===== config.mk =====
export PLATFORM = sky130hd
export DESIGN_NAME = apb_timer_flat
export DESIGN_NICKNAME = d
export VERILOG_FILES = /design/src/rtl/apb_timer_if.sv /design/src/rtl/apb_timer.sv /design/src/flat_wrapper.sv
export SDC_FILE = /design/constraint.sdc
export NUM_CORES = 1
export LEC_CHECK = 0
export BUFFER_PORTS_ARGS = -buffer_cell sky130_fd_sc_hd__buf_2
export CAP_MARGIN = 5
export CORE_UTILIZATION = 40
export CTS_CLUSTER_SIZE = 16
export DETAILED_ROUTE_END_ITERATION = 8
export HOLD_SLACK_MARGIN = 0.06
export SYNTH_ARGS = -nofsm -noshare
export SYNTH_HDL_FRONTEND = slang
export SYNTH_SLANG_ARGS = --single-unit

===== constraint.sdc =====
create_clock -name clk -period 2.5 [get_ports clk]
set_input_delay 0.5 -clock clk [delete_from_list [all_inputs] [get_ports clk]]
set_output_delay 0.5 -clock clk [all_outputs]
set_load 0.02 [all_outputs]

===== src/rtl/apb_timer_if.sv =====
// APB bus bundle between the CPU's APB master port and the timer slave.
interface apb_timer_if #(
    parameter int unsigned ADDR_WIDTH = 32,
    parameter int unsigned DATA_WIDTH = 32
);
    logic [ADDR_WIDTH-1:0] APB_paddr;
    logic [DATA_WIDTH-1:0] APB_pdata;
    logic [DATA_WIDTH-1:0] APB_prdata;
    logic                  APB_psel;
    logic                  APB_penable;
    logic                  APB_pwrite;
    logic [3:0]            APB_pstb;
    logic                  APB_pready;
    logic                  APB_perr;

    modport master (
        output APB_paddr, APB_pdata, APB_psel, APB_penable, APB_pwrite, APB_pstb,
        input  APB_prdata, APB_pready, APB_perr
    );

    modport slave (
        input  APB_paddr, APB_pdata, APB_psel, APB_penable, APB_pwrite, APB_pstb,
        output APB_prdata, APB_pready, APB_perr
    );
endinterface


===== src/rtl/apb_timer.sv =====
// APB timer: prescaled 32-bit up-counter with compare match, wrap flag and
// a level interrupt; four word registers with one wait state per transfer.
module apb_timer #(
    parameter int unsigned ADDR_WIDTH = 32,
    parameter int unsigned DATA_WIDTH = 32
) (
    input  logic       clk,
    input  logic       rts_n,
    apb_timer_if.slave apb,
    output logic       interrupt
);

    localparam int unsigned NBYTES = DATA_WIDTH / 8;

    typedef enum logic {
        XFER_IDLE,
        XFER_ACK
    } xfer_e;

    xfer_e                 state_q, state_d;
    logic                  en_q, en_d;
    logic                  ie_q, ie_d;
    logic                  ar_q, ar_d;
    logic [7:0]            prescale_q, prescale_d;
    logic [7:0]            presc_q, presc_d;
    logic                  pend_q, pend_d;
    logic                  wrap_q, wrap_d;
    logic [DATA_WIDTH-1:0] count_q, count_d;
    logic [DATA_WIDTH-1:0] compare_q, compare_d;
    logic [DATA_WIDTH-1:0] prdata_q, prdata_d;
    logic                  perr_q, perr_d;
    logic                  irq_q, irq_d;

    logic [2:0]            reg_idx;
    logic                  access;
    logic                  wr_commit;
    logic                  tick;
    logic                  match;
    logic                  count_wr;
    logic                  pend_set, wrap_set, pend_clr, wrap_clr;
    logic [DATA_WIDTH-1:0] ctrl_word;
    logic [DATA_WIDTH-1:0] ctrl_new;
    logic [DATA_WIDTH-1:0] rd_mux;
    logic                  unused_addr;

    function automatic logic [DATA_WIDTH-1:0] merge_bytes(
        input logic [DATA_WIDTH-1:0] old_v,
        input logic [DATA_WIDTH-1:0] wdata,
        input logic [3:0]            stb
    );
        logic [DATA_WIDTH-1:0] r;
        r = old_v;
        for (int unsigned i = 0; i < NBYTES; i++) begin
            if (stb[i]) r[8*i +: 8] = wdata[8*i +: 8];
        end
        return r;
    endfunction

    assign reg_idx     = apb.APB_paddr[4:2];
    assign unused_addr = ^{apb.APB_paddr[ADDR_WIDTH-1:5], apb.APB_paddr[1:0]};
    assign access      = apb.APB_psel & apb.APB_penable;
    assign wr_commit   = access & apb.APB_pwrite & (state_q == XFER_ACK);
    assign tick        = en_q & (presc_q == prescale_q);
    assign match       = (count_q == compare_q);
    assign count_wr    = wr_commit & (reg_idx == 3'd2);

    always_comb begin
        ctrl_word       = '0;
        ctrl_word[0]    = en_q;
        ctrl_word[1]    = ie_q;
        ctrl_word[2]    = ar_q;
        ctrl_word[15:8] = prescale_q;
    end

    always_comb begin
        rd_mux = '0;
        case (reg_idx)
            3'd0:    rd_mux = ctrl_word;
            3'd1:    rd_mux[1:0] = {wrap_q, pend_q};
            3'd2:    rd_mux = count_q;
            3'd3:    rd_mux = compare_q;
            default: rd_mux = '0;
        endcase
    end

    always_comb begin
        state_d    = XFER_IDLE;
        prdata_d   = prdata_q;
        perr_d     = perr_q;
        en_d       = en_q;
        ie_d       = ie_q;
        ar_d       = ar_q;
        prescale_d = prescale_q;
        count_d    = count_q;
        compare_d  = compare_q;
        pend_set   = 1'b0;
        wrap_set   = 1'b0;
        pend_clr   = 1'b0;
        wrap_clr   = 1'b0;
        ctrl_new   = merge_bytes(ctrl_word, apb.APB_pdata, apb.APB_pstb);

        // Data/err are captured on the edge that raises pready, so the
        // master sees a snapshot from the end of the access cycle.
        if (access && state_q == XFER_IDLE) begin
            state_d  = XFER_ACK;
            prdata_d = reg_idx[2] ? '0 : rd_mux;
            perr_d   = reg_idx[2];
        end

        presc_d = (!en_q || tick) ? 8'd0 : presc_q + 8'd1;

        if (tick) begin
            if (match) pend_set = 1'b1;
            if (match && ar_q) begin
                count_d = '0;
            end else begin
                count_d = count_q + DATA_WIDTH'(1);
                if (count_q == '1 && !count_wr) wrap_set = 1'b1;
            end
        end

        if (wr_commit) begin
            case (reg_idx)
                3'd0: begin
                    en_d       = ctrl_new[0];
                    ie_d       = ctrl_new[1];
                    ar_d       = ctrl_new[2];
                    prescale_d = ctrl_new[15:8];
                end
                3'd1: begin
                    pend_clr = apb.APB_pstb[0] & apb.APB_pdata[0];
                    wrap_clr = apb.APB_pstb[0] & apb.APB_pdata[1];
                end
                3'd2:    count_d   = merge_bytes(count_q, apb.APB_pdata, apb.APB_pstb);
                3'd3:    compare_d = merge_bytes(compare_q, apb.APB_pdata, apb.APB_pstb);
                default: ;
            endcase
        end

        pend_d = (pend_q & ~pend_clr) | pend_set;
        wrap_d = (wrap_q & ~wrap_clr) | wrap_set;
        irq_d  = pend_q & ie_q;
    end

    always_ff @(posedge clk or negedge rts_n) begin
        if (!rts_n) begin
            state_q    <= XFER_IDLE;
            en_q       <= 1'b0;
            ie_q       <= 1'b0;
            ar_q       <= 1'b0;
            prescale_q <= '0;
            presc_q    <= '0;
            pend_q     <= 1'b0;
            wrap_q     <= 1'b0;
            count_q    <= '0;
            compare_q  <= '1;
            prdata_q   <= '0;
            perr_q     <= 1'b0;
            irq_q      <= 1'b0;
        end else begin
            state_q    <= state_d;
            en_q       <= en_d;
            ie_q       <= ie_d;
            ar_q       <= ar_d;
            prescale_q <= prescale_d;
            presc_q    <= presc_d;
            pend_q     <= pend_d;
            wrap_q     <= wrap_d;
            count_q    <= count_d;
            compare_q  <= compare_d;
            prdata_q   <= prdata_d;
            perr_q     <= perr_d;
            irq_q      <= irq_d;
        end
    end

    assign apb.APB_prdata = prdata_q;
    assign apb.APB_pready = (state_q == XFER_ACK);
    assign apb.APB_perr   = perr_q;
    assign interrupt      = irq_q;

endmodule


===== src/flat_wrapper.sv =====
// flat-port wrapper written by rule: the top's interface ports become plain ports
module apb_timer_flat 
#(
    parameter int unsigned ADDR_WIDTH = 32,
    parameter int unsigned DATA_WIDTH = 32
)
  (clk, rts_n, interrupt, apb_APB_paddr, apb_APB_pdata, apb_APB_psel, apb_APB_penable, apb_APB_pwrite, apb_APB_pstb, apb_APB_prdata, apb_APB_pready, apb_APB_perr);
  apb_timer_if #(.ADDR_WIDTH(ADDR_WIDTH), .DATA_WIDTH(DATA_WIDTH)) apb_i ();
  input  logic clk;
  input  logic rts_n;
  output logic interrupt;
  input wire logic [$bits(apb_i.APB_paddr)-1:0] apb_APB_paddr;
  input wire logic [$bits(apb_i.APB_pdata)-1:0] apb_APB_pdata;
  input wire logic [$bits(apb_i.APB_psel)-1:0] apb_APB_psel;
  input wire logic [$bits(apb_i.APB_penable)-1:0] apb_APB_penable;
  input wire logic [$bits(apb_i.APB_pwrite)-1:0] apb_APB_pwrite;
  input wire logic [$bits(apb_i.APB_pstb)-1:0] apb_APB_pstb;
  output wire logic [$bits(apb_i.APB_prdata)-1:0] apb_APB_prdata;
  output wire logic [$bits(apb_i.APB_pready)-1:0] apb_APB_pready;
  output wire logic [$bits(apb_i.APB_perr)-1:0] apb_APB_perr;
  assign apb_i.APB_paddr = apb_APB_paddr;
  assign apb_i.APB_pdata = apb_APB_pdata;
  assign apb_i.APB_psel = apb_APB_psel;
  assign apb_i.APB_penable = apb_APB_penable;
  assign apb_i.APB_pwrite = apb_APB_pwrite;
  assign apb_i.APB_pstb = apb_APB_pstb;
  assign apb_APB_prdata = apb_i.APB_prdata;
  assign apb_APB_pready = apb_i.APB_pready;
  assign apb_APB_perr = apb_i.APB_perr;
  apb_timer #(.ADDR_WIDTH(ADDR_WIDTH), .DATA_WIDTH(DATA_WIDTH)) u_core (.clk(clk), .rts_n(rts_n), .apb(apb_i), .interrupt(interrupt));
endmodule

==> impl_metrics.ini <==
[sta]
tns_ns = 0
post-route-min-period_ns = 2.41
max_freq_mhz = 415
post-route-period-util_pct = 96.4
worst_slew_pin_slew_ns = 0.574
fin_ws_ns = 0.0898
rsz0062_at_grt = no
drv_slew = 0
relSlewSlack_pct = 61.6
fin_skew_ns = 0.00595
finalSetupViolCount = 0
finalHoldViolations = 0

[clock_network]
cts_made_buffers = 17
cts_htree_levels = 4
clkLatencyLatePin_ns = 0.42
cts_tree = done
clock-root-buffer = clkbuf_16
clkTransAtPathRegs_ns = 0.06
cts.sinks = 120
clk_path_buf_depth = 2

[synthesis]
muxShareOfSynthArea_pct = 10.0
synth_top_family_by_area = simple AND/OR/NAND/NOR gates
synth-async-reset-ratio_pct = 100
synth_xor_area_share_pct = 7.30
syn-cell-area_mm2 = 0.00648
synth_adder_area_share_pct = 0.386
syn_avg_cell_area_um2 = 10.0
synth_nets = 722
seq_area_frac_synth_pct = 47.0
synth_flop_cell = dfrtp_1
synth_edf_count = 0
ys_seq_elements = 120
synth_compound_area_share_pct = 14.8
yosys_warnings = 0
ys_types = 49
synthSimpleGateAreaFrac_pct = 16.7
post_synth_inst_count = 647

[power_and_ir_drop]
p_clk_share_pct = 47.3
p_sw_mw = 1.36
switching_share_pct = 25.6
combPwrFrac_pct = 12.4
p_leak_nw = 3.82
powerDensity_mw_per_mm2 = 663
p_seq_share_pct = 40.3
p_int_mw = 3.94
ir_worst_vdd_mv = 0.495

[global_routing]
overflow = 0
grt_pass1_wl_um = 28600
antenna_found_initial = 0
grt_usage_pct = 22.7
grt_max_degree = 58
grt_pass1_vias = 5403

[cells_and_area]
num_antenna_cells = 0
nets = 825
drive_gt1_share_pct = 31.8
syn_to_final_growth_pct = 23.5

[worst_setup_path]
crit_start = u_core.compare_q[28]
r2r_setup_slack_ns = 0.09
r2r_start = u_core.compare_q[28]
crit_required_ns = 2.80
crit_chain = xor2_1, nor4_1, buf_4, nand4_1, or4_4, buf_12, a41oi_1, o21ai_1
slowest_stage = or4_4
crit_arrival_ns = 2.71
crit_path_max_incr_delay_ns = 0.58
critPathLaunchType = flip-flop
crit_path_end = u_core.count_q[28]
reg2regPathDepth = 8
path_max_fanout = 15
endpoint_kind = flip-flop
r2r-end = u_core.count_q[28]
worstSetupPathType = flip-flop to flip-flop

[place]
preCtsSetupSlack_ns = 0.00490
gp_congestion = 0.875
port-buffer-count = 78
dp_hpwl_um = 12700

[floorplanning]
core_area_mm2 = 0.0158
start_util_pct = 40.9
die_h_um = 129
die_w_um = 129
die_area_mm2 = 0.0167
io_pins = 108
fp-row-count = 46

[routing]
route.detailed.drc = 0
wl_per_cell_um = 18.2
ant_nets = 0
drt-initial-drc-count = 459
routed_wirelength_um = 17800
first_pass_iters = 5
vias_per_cell = 5.55
vias = 5431

[hold_path]
min_path_cells = 3
min_path_type = primary input to flip-flop

[outcome]
status = finished clean

[run]
maxCapViolCount = 0
## power groups by stage
stage                     Clock (mW)  Sequential, mW  Combinational, mW
after global routing            2.65            2.15              0.726
after floorplan                    0            2.17              0.349
final                           2.51            2.14              0.658
after global placement             0            2.16              0.642
after CTS                       2.56            2.14              0.660
after detailed placement           0            2.17              0.654
## worst min path at each step
stage,startpoint,endpoint
after floorplan,rts_n,u_core.apb.APB_perr
after global placement,rts_n,u_core.apb.APB_prdata[29]
after detailed placement,rts_n,u_core.apb.APB_prdata[29]
after CTS,apb_APB_pdata[27],u_core.count_q[27]
final,apb_APB_pdata[27],u_core.count_q[27]
after global routing,apb_APB_pdata[27],u_core.compare_q[27]
## through the flow
step	util, %	cell area, µm²	total power [mW]	cells	hold WS [ns]
after floorplan	-	6480	2.52	647	0.204
after global placement	46.6	7370	2.80	946	0.445
after detailed placement	46.6	7370	2.82	946	0.449
after CTS	50.5	7990	5.36	979	0.308
after global routing	50.5	8000	5.52	979	0.321
final	50.5	8000	5.30	979	0.320
## flip-flops by register name (all words and copies together), names as in the netlist, 8 cells and up
name,cells
u_core.apb.APB_prdata,32
u_core.count_q,32
u_core.prescale_q,8
u_core.compare_q,32
u_core.presc_q,8
## cell type report
type / instances / area [µm²]
Sequential cell: 120 / 3040
Tap cell: 216 / 270
Clock buffer: 20 / 457
Timing Repair Buffer: 127 / 826
Clock inverter: 12 / 150
Multi-Input combinational cell: 471 / 3210
Inverter: 13 / 48.8
Fill cell: 1482 / 7830
## layout by cell type, fill, tap and decap left out, types with 3 or more instances in the layout
master,n
dfrtp_1,88
buf_2,77
nand2_1,69
o21ai_0,55
a22oi_1,45
mux2_2,44
buf_4,44
xor2_1,38
dfstp_2,32
nor2_1,30
nand4_1,19
nor4_1,19
clkbuf_16,17
xnor2_1,16
a21oi_1,16
inv_1,13
and3_1,12
nand3_1,12
mux2i_1,11
nor3_1,10
and2_1,10
o211a_1,10
and4_1,8
o21ai_1,5
buf_12,5
a31oi_1,4
clkinv_2,4
nor2b_1,3
a22o_1,3
and2_0,3
a32oi_1,3
clkinvlp_4,3
bufinv_16,3
## worst max-delay path, delay by kind of cell (launching register included)
| kind | cells | cell delay (ns) |
|---|---|---|
| AND/OR/NAND/NOR | 3 | 1.02 |
| flip-flops | 1 | 0.55 |
| buffers and inverters | 2 | 0.35 |
| AO/OA/AOI/OAI | 2 | 0.28 |
| XOR/XNOR | 1 | 0.09 |
## Yosys cell counts (all sizes together), types with 3 or more instances
master / n / share of area [%]
clkbuf: 28 / 1.6
and4: 8 / 1.1
mux2: 44 / 7.6
a22o: 3 / 0.41
mux2i: 11 / 1.7
o211a: 10 / 1.5
nor2: 30 / 1.7
a31oi: 4 / 0.39
xor2: 38 / 5.1
o21ai: 60 / 4.6
and3: 12 / 1.2
nand2: 70 / 4.1
inv: 13 / 0.75
nor2b: 3 / 0.29
nand4: 19 / 1.8
nor4: 21 / 2.1
nor3: 10 / 0.77
a21oi: 16 / 1.2
xnor2: 16 / 2.2
buf: 15 / 1.4
dfrtp: 88 / 34
nand3: 13 / 1.2
dfstp: 32 / 13
a32oi: 3 / 0.41
and2: 13 / 1.3
a22oi: 45 / 5.2
## routing by layer
metal	routed length [µm]	GRT usage [%]
met5	0	0
met1	8310	30.8
met2	8360	35.9
met3	837	4.54
met4	291	8.30
## repair_timing
action	in CTS	in global routing
setup buffers	0	0
endpoints found under the hold margin	21	0
setup endpoints to repair	0	13
gates resized for setup	0	2
hold buffers	1	0
## cell families after synthesis
group / Yosys count
multiplexers: 57
AO/OA/AOI/OAI: 149
buffers and inverters: 56
AND/OR/NAND/NOR: 209
adder cells (fa/ha/maj): 2
flip-flops: 120
XOR/XNOR: 54
Note: power is estimated with default switching activity, not from simulation.
